[config.mk]
export PLATFORM = sky130hd
export DESIGN_NAME = mem_arbiter
export DESIGN_NICKNAME = d
export VERILOG_FILES = /design/src/rtl/rv32i_types.sv /design/src/rtl/mem_req_latch.sv /design/src/rtl/mem_arbiter.sv
export SDC_FILE = /design/constraint.sdc
export NUM_CORES = 1
export LEC_CHECK = 0
export BUFFER_PORTS_ARGS = -buffer_cell sky130_fd_sc_hd__buf_2
export CAP_MARGIN = 20
export CORE_AREA = 8 8 147 149
export DETAILED_ROUTE_END_ITERATION = 7
export DIE_AREA = 0 0 155 157
export GPL_TIMING_DRIVEN = 1
export PLACE_DENSITY = 0.81
export SLEW_MARGIN = 20
export SYNTH_ARGS = -nofsm -noshare
export SYNTH_HDL_FRONTEND = slang
export SYNTH_HIERARCHICAL = 1
export SYNTH_SLANG_ARGS = --single-unit
[constraint.sdc]
create_clock -name clk -period 2.9 [get_ports clk]
set_clock_uncertainty 0.15 [all_clocks]
set_input_delay 0.435 -clock clk [delete_from_list [all_inputs] [get_ports clk]]
set_output_delay 0.435 -clock clk [all_outputs]
set_load 0.05 [all_outputs]
[src/rtl/rv32i_types.sv]
// Shared types for the memory arbiter: FSM state encoding and the pending-request record.
package rv32i_types;

   typedef enum logic [1:0] {
      IDLE,
      BUSY_I,
      BUSY_D
   } mem_arb_state_t;

   typedef struct packed {
      logic [31:0] addr;
      logic [3:0]  rmask;
      logic [3:0]  wmask;
      logic [31:0] wdata;
      logic        valid;
   } mem_req_t;

endpackage

[src/rtl/mem_req_latch.sv]
// One-deep pending-request holder for a single requester; captures on a nonzero mask.
module mem_req_latch
   import rv32i_types::*;
(
   input  logic        clk,
   input  logic        rst,
   input  logic [31:0] addr,
   input  logic [3:0]  rmask,
   input  logic [3:0]  wmask,
   input  logic [31:0] wdata,
   input  logic        clear,
   output mem_req_t    req
);

   mem_req_t req_q, req_d;
   logic     capture;

   assign capture = |{rmask, wmask};

   // A fresh request in the retire cycle must survive, so capture overrides clear.
   always_comb begin
      req_d = req_q;
      if (clear) begin
         req_d.valid = 1'b0;
      end
      if (capture) begin
         req_d.addr  = addr;
         req_d.rmask = rmask;
         req_d.wmask = wmask;
         req_d.wdata = wdata;
         req_d.valid = 1'b1;
      end
   end

   always_ff @(posedge clk or posedge rst) begin
      if (rst) begin
         req_q <= '0;
      end else begin
         req_q <= req_d;
      end
   end

   assign req = req_q;

endmodule

[src/rtl/mem_arbiter.sv]
// Arbitrates imem fetches and dmem loads/stores onto one memory port, one request in flight.
module mem_arbiter
   import rv32i_types::*;
#(
   parameter bit DMEM_PRIORITY = 1'b1
) (
   input  logic        clk,
   input  logic        rst,
   input  logic [31:0] imem_addr,
   input  logic [3:0]  imem_rmask,
   output logic [31:0] imem_rdata,
   output logic        imem_resp,
   input  logic [31:0] dmem_addr,
   input  logic [3:0]  dmem_rmask,
   input  logic [3:0]  dmem_wmask,
   input  logic [31:0] dmem_wdata,
   output logic [31:0] dmem_rdata,
   output logic        dmem_resp,
   output logic [31:0] mem_addr,
   output logic [3:0]  mem_rmask,
   output logic [3:0]  mem_wmask,
   output logic [31:0] mem_wdata,
   input  logic [31:0] mem_rdata,
   input  logic        mem_resp
);

   mem_arb_state_t state_q, state_d;
   mem_req_t       imem_req, dmem_req;
   logic           imem_clear, dmem_clear;
   logic           issue_i, issue_d, issue;

   logic [31:0] mem_addr_q, mem_addr_d;
   logic [31:0] mem_wdata_q, mem_wdata_d;
   logic [3:0]  mem_rmask_q, mem_rmask_d;
   logic [3:0]  mem_wmask_q, mem_wmask_d;

   mem_req_latch u_imem_latch (
      .clk   (clk),
      .rst   (rst),
      .addr  (imem_addr),
      .rmask (imem_rmask),
      .wmask (4'h0),
      .wdata (32'h0),
      .clear (imem_clear),
      .req   (imem_req)
   );

   mem_req_latch u_dmem_latch (
      .clk   (clk),
      .rst   (rst),
      .addr  (dmem_addr),
      .rmask (dmem_rmask),
      .wmask (dmem_wmask),
      .wdata (dmem_wdata),
      .clear (dmem_clear),
      .req   (dmem_req)
   );

   // The in-flight side's latch stays valid until its completion, so on a completion only
   // the other side is a candidate for the next issue.
   always_comb begin
      state_d    = state_q;
      issue_i    = 1'b0;
      issue_d    = 1'b0;
      imem_clear = 1'b0;
      dmem_clear = 1'b0;
      imem_resp  = 1'b0;
      dmem_resp  = 1'b0;
      imem_rdata = 32'h0;
      dmem_rdata = 32'h0;
      unique case (state_q)
         IDLE: begin
            if (imem_req.valid && dmem_req.valid) begin
               issue_d = DMEM_PRIORITY;
               issue_i = !DMEM_PRIORITY;
            end else begin
               issue_i = imem_req.valid;
               issue_d = dmem_req.valid;
            end
         end
         BUSY_I: begin
            if (mem_resp) begin
               imem_resp  = 1'b1;
               imem_rdata = mem_rdata;
               imem_clear = 1'b1;
               issue_d    = dmem_req.valid;
               state_d    = IDLE;
            end
         end
         BUSY_D: begin
            if (mem_resp) begin
               dmem_resp  = 1'b1;
               dmem_rdata = mem_rdata;
               dmem_clear = 1'b1;
               issue_i    = imem_req.valid;
               state_d    = IDLE;
            end
         end
         default: state_d = IDLE;
      endcase
      if (issue_i) begin
         state_d = BUSY_I;
      end
      if (issue_d) begin
         state_d = BUSY_D;
      end
   end

   assign issue = issue_i | issue_d;

   // Address and write data hold between issues; masks are single-cycle pulses.
   always_comb begin
      mem_addr_d  = mem_addr_q;
      mem_wdata_d = mem_wdata_q;
      mem_rmask_d = 4'h0;
      mem_wmask_d = 4'h0;
      if (issue) begin
         mem_addr_d  = issue_d ? dmem_req.addr  : imem_req.addr;
         mem_wdata_d = issue_d ? dmem_req.wdata : imem_req.wdata;
         mem_rmask_d = issue_d ? dmem_req.rmask : imem_req.rmask;
         mem_wmask_d = issue_d ? dmem_req.wmask : imem_req.wmask;
      end
   end

   always_ff @(posedge clk or posedge rst) begin
      if (rst) begin
         state_q     <= IDLE;
         mem_addr_q  <= 32'h0;
         mem_wdata_q <= 32'h0;
         mem_rmask_q <= 4'h0;
         mem_wmask_q <= 4'h0;
      end else begin
         state_q     <= state_d;
         mem_addr_q  <= mem_addr_d;
         mem_wdata_q <= mem_wdata_d;
         mem_rmask_q <= mem_rmask_d;
         mem_wmask_q <= mem_wmask_d;
      end
   end

   assign mem_addr  = mem_addr_q;
   assign mem_wdata = mem_wdata_q;
   assign mem_rmask = mem_rmask_q;
   assign mem_wmask = mem_wmask_q;

endmodule

Word level (Yosys, flattened, before mapping)
Cells that the tools add are included.
Widths: inputs -> output; s select.

storage, ports and cells
  register bits = 184
  input port bits = 143
  output and inout port bits = 138
  logic and storage cells = 52

cells by class
  eq/ne operators = 4
  muxes and demuxes = 26
  bitwise logic cells = 1
  reductions and logical operators = 8

operators by type and width
  operator            number
  $mux 32             5
  $mux 4              4
  $mux 1              11
  $reduce_or 8->1     1
  $mux 2              3
  $ne 4x1->1 const B  1
  $pmux 1 s2          2
  $pmux 2 s2          1
  $reduce_bool 2->1   2
  $reduce_or 4->1     1
  $ne 3x3->1 const B  1
  $eq 2x1->1 const B  1
  $eq 2x2->1 const B  1
  $logic_not 2->1     1
  $reduce_and 2->1    1
  $reduce_or 2->1     1
  $logic_and 1x1->1   1
  $or 1x1->1          1

Longest topological paths before layout
  depth in word-level cells = 5
  gate-level depth with buffers = 8
  depth with buffers taken out = 5

Modules after synthesis
Netlist, hierarchy kept.

by module, submodules not included
  module         times used  cells an instance  area an instance (µm²)  seq. area each (µm²)
  mem_req_latch  2           159                2728.9                  1826.8
  mem_arbiter    1           514                4533.1                  1851.8

Least setup slack after synthesis
Ideal clock, no wire load.

  path type = input to output
  start point = in mem_resp
  end point = out imem_rdata[0]
  arrival time = 1.543 ns
  data required time = 2.315 ns
  setup slack = 0.772 ns
  stages on the path = 4
  path buffers = 3
  path through = buf_2 buf_2 clkbuf_1 and3_1

between the ends
  longest elaborated chain between the ends = 2

RTL lines
  item         line               source
  from (decl)  mem_arbiter.sv:24  input logic mem_resp
  $mux 32      mem_arbiter.sv:82  if (mem_resp) begin
  $mux 32      mem_arbiter.sv:71  unique case (state_q)
  to (decl)    mem_arbiter.sv:11  output logic [31:0] imem_rdata,

No other way between the ends.

Final worst setup path
  start point = reg state_q[1]
  end point = out imem_resp

between the ends
  longest elaborated chain between the ends = 2

RTL lines
  item                    line                source
  from (decl)             mem_arbiter.sv:27   mem_arb_state_t state_q, state_d;
  from (signal assigned)  mem_arbiter.sv:133  state_q <= state_d;
  $eq 2x1->1              mem_arbiter.sv:71
  $mux 1                  mem_arbiter.sv:71
  to (decl)               mem_arbiter.sv:12   output logic imem_resp,

No other way between the ends.

==> impl_metrics.yaml <==
critical_path:
  critPathTopFamily: "buffers and inverters"
  slowest_stage: "dfrtp_1"
  end_kind: "primary output"
  cp_slowest_stage_delay_ns: 0.39
  critPathKind: "reg2out"
  crit_buf_inv: 3
  cp_cell_sequence: "inv_1, ha_1, buf_4, and2_1, buf_2"
  crit_path_start_kind: "flop"
  arrival_ns: 2.03
  cp.required_ns: 2.32
  worst-path-max-fanout: 33
synthesis:
  synth.area.top_cells: "dfrtp_1 55%, mux2_1 14%, a211oi_1 4.8%, and3_1 4.0%, nand3_1 3.6%"
  synthCells: 832
  synth_area_sq_um: 9991
  ys_types: 29
  ys_async_sr_fraction: 1.000
  synth_edf_count: 0
  ys_top_cells_by_count: "220 x dfrtp_1, 120 x mux2_1, 72 x nand3_1, 66 x o21ai_0"
  seq_area_frac_synth: 0.5510
  ys_ff_latch: 220
  synth_warnings: 6
  syn_avg_cell_area_sq_um: 12.01
  synth_top_area_share: 0.5510
  synth.most_common_cell: "dfrtp_1"
  synthFlopType: "dfrtp_1"
  synth_top_cell_by_area: "dfrtp_1"
floorplanning:
  core_area_sq_um: 19210
  die_y_um: 157
  die_w_um: 155
  start_util: 0.5202
  io_pins: 281
  rows: 51
  dieArea_sq_um: 24340
timing:
  max_freq_mhz: 381.9
  period_share: 0.9029
  finalHoldViolCount: 0
  fin_tns_setup_ns: 0
  slew_headroom: 0.3829
  worst_slew_pin_slew_ns: 0.9256
  maxSlewViolCount: 0
  rsz0062_at_grt: "no"
  layout_min_cycle_time_ns: 2.618
  setup_viol: 0
final_layout:
  diodes: 0
  layout-drive-gt1-share: 0.3124
  area_delta_synth_final_pct: 30.98
  layout.nets: 1326
placed_design:
  io_buffers: 280
  dp_hpwl_um: 18610
  gp_congestion: 0.8145
cts:
  htreeDepth: 1
  insertion_delay_ns: 0.50
  cts_resized: 0
  cts_tree: "yes"
  clock-sinks: 220
  clk_pin_slew_ns: 0.06
  clockRootBuffer: "clkbuf_16"
  cts_buffers: 24
  cts_max_path_buffers: 3
global_route:
  grt_max_degree: 75
  grt_usage: 0.2403
  grt_pass1_vias: 8699
  overflow: 0
  grt_pass1_wl_um: 47070
  antenna_found_initial: 0
route:
  wl_per_cell_um: 20.43
  postRouteWirelength_um: 29870
  drt_first_pass_iters: 5
  dr_total_vias: 8322
  postRouteAntennaNets: 0
  drt_iter0_drc: 557
  drc: 0
  via_per_inst: 5.692
job:
  maxCapViolCount: 0
pwr:
  ir_drop_v: 0.0006552
  finalPower_uw: 13770
  p_leak_uw: 0.006236
  pwr_density_cell_nw_per_um2: 1052
worst_hold_path:
  hold_path.class: "in2reg"
status:
  outcome: "finished clean"
registers in the layout (all words and copies together), names as in the netlist:
signal,count
u_dmem_latch/req,73
mem_wmask,4
mem_addr,32
state_q,2
mem_wdata,32
u_imem_latch/req,73
mem_rmask,4
layout make-up:
cell class,instances,area [sq um]
Sequential cell,220,5507
Clock buffer,41,775.7
Fill cell,1440,6121
Multi-Input combinational cell,556,4069
Timing Repair Buffer,370,2335
Tap cell,265,331.6
Clock inverter,2,35.03
Inverter,8,33.78
per-layer routing:
layer | vias up | wire [um] | track usage
met4 | 0 | 675 | 0.07466
met1 | 4149 | 12000 | 0.2943
met5 | - | 0 | 0
met3 | 56 | 2090 | 0.04826
li1 | 3753 | - | -
met2 | 364 | 15100 | 0.4206
placed cells by master (no fill, tap or decap), types with 17 or more instances in the layout:
| cell | n |
|---|---|
| buf_2 | 279 |
| clkbuf_16 | 25 |
| dfrtp_1 | 219 |
| o21ai_0 | 66 |
| dlygate4sd3_1 | 67 |
| and3_1 | 64 |
| mux2_1 | 120 |
| nand3_1 | 72 |
| conb_1 | 40 |
| a31oi_1 | 54 |
| buf_4 | 17 |
| a211oi_1 | 64 |
cell families (layout without fill, tap and decap cells):
kind of cell / after synthesis / in the layout / synth area share
AOI/OAI and AO/OA: 237 / 237 / 0.1565
adders and majority gates: 3 / 3 / 0.003757
buffers and inverters: 95 / 421 / 0.05786
DFF: 220 / 220 / 0.5510
muxes: 128 / 128 / 0.1443
other: 1 / 40 / 0.0003753
and+or+nand+nor: 148 / 148 / 0.08616
what timing repair did:
| item | CTS | global route |
|---|---|---|
| buffers inserted | 0 | 0 |
| hold buffers | 65 | 2 |
| hold endpoints to repair | 159 | 2 |
final timing paths:
check | cells past startpoint | to | slack (ns) | from
worst max-delay path | 5 | imem_resp | 0.28 | state_q[1]$_DFFE_PP0P_
worst min-delay path | 2 | u_imem_latch/req[46]$_DFFE_PP0P_ | 0.01 | imem_addr[5]
worst max register to register | 6 | mem_addr[13]$_DFFE_PP0P_ | 0.79 | state_q[0]$_DFFE_PP0P_
worst min register to register | 1 | u_imem_latch/req[34]$_DFFE_PP0P_ | 0.33 | u_imem_latch/req[34]$_DFFE_PP0P_
max in group asynchronous | 4 | mem_wdata[13]$_DFFE_PP0P_ | 1.45 | rst
min in group asynchronous | 3 | u_imem_latch/req[60]$_DFFE_PP0P_ | 0.44 | rst
metrics by stage:
| stage | area, sq um | setup slack (ns) | utilization | hold WS [ns] | instances |
|---|---|---|---|---|---|
| finish | 13090 | 0.2816 | 0.6813 | 0.01453 | 1462 |
| global route | 13090 | 0.1470 | 0.6813 | 0.0008844 | 1462 |
| global placement | 11600 | 0.7627 | 0.6042 | 0.3045 | 1352 |
| detailed placement | 11600 | 0.6822 | 0.6042 | 0.3138 | 1352 |
| CTS | 13070 | 0.2675 | 0.6803 | 0.0002742 | 1460 |
| floorplan | 10140 | 0.4334 | - | 0.2926 | 871 |
power by group:
| part | leakage (uW) | total, uW | internal [uW] | switching, uW |
|---|---|---|---|---|
| Sequential | 0.00255 | 4100 | 3740 | 366 |
| Combinational | 0.00328 | 6600 | 1760 | 4840 |
| Clock | 0.000399 | 3060 | 1890 | 1170 |
| Total | 0.00624 | 13800 | 7390 | 6370 |
No activity file was read; power rests on OpenSTA's default activity.
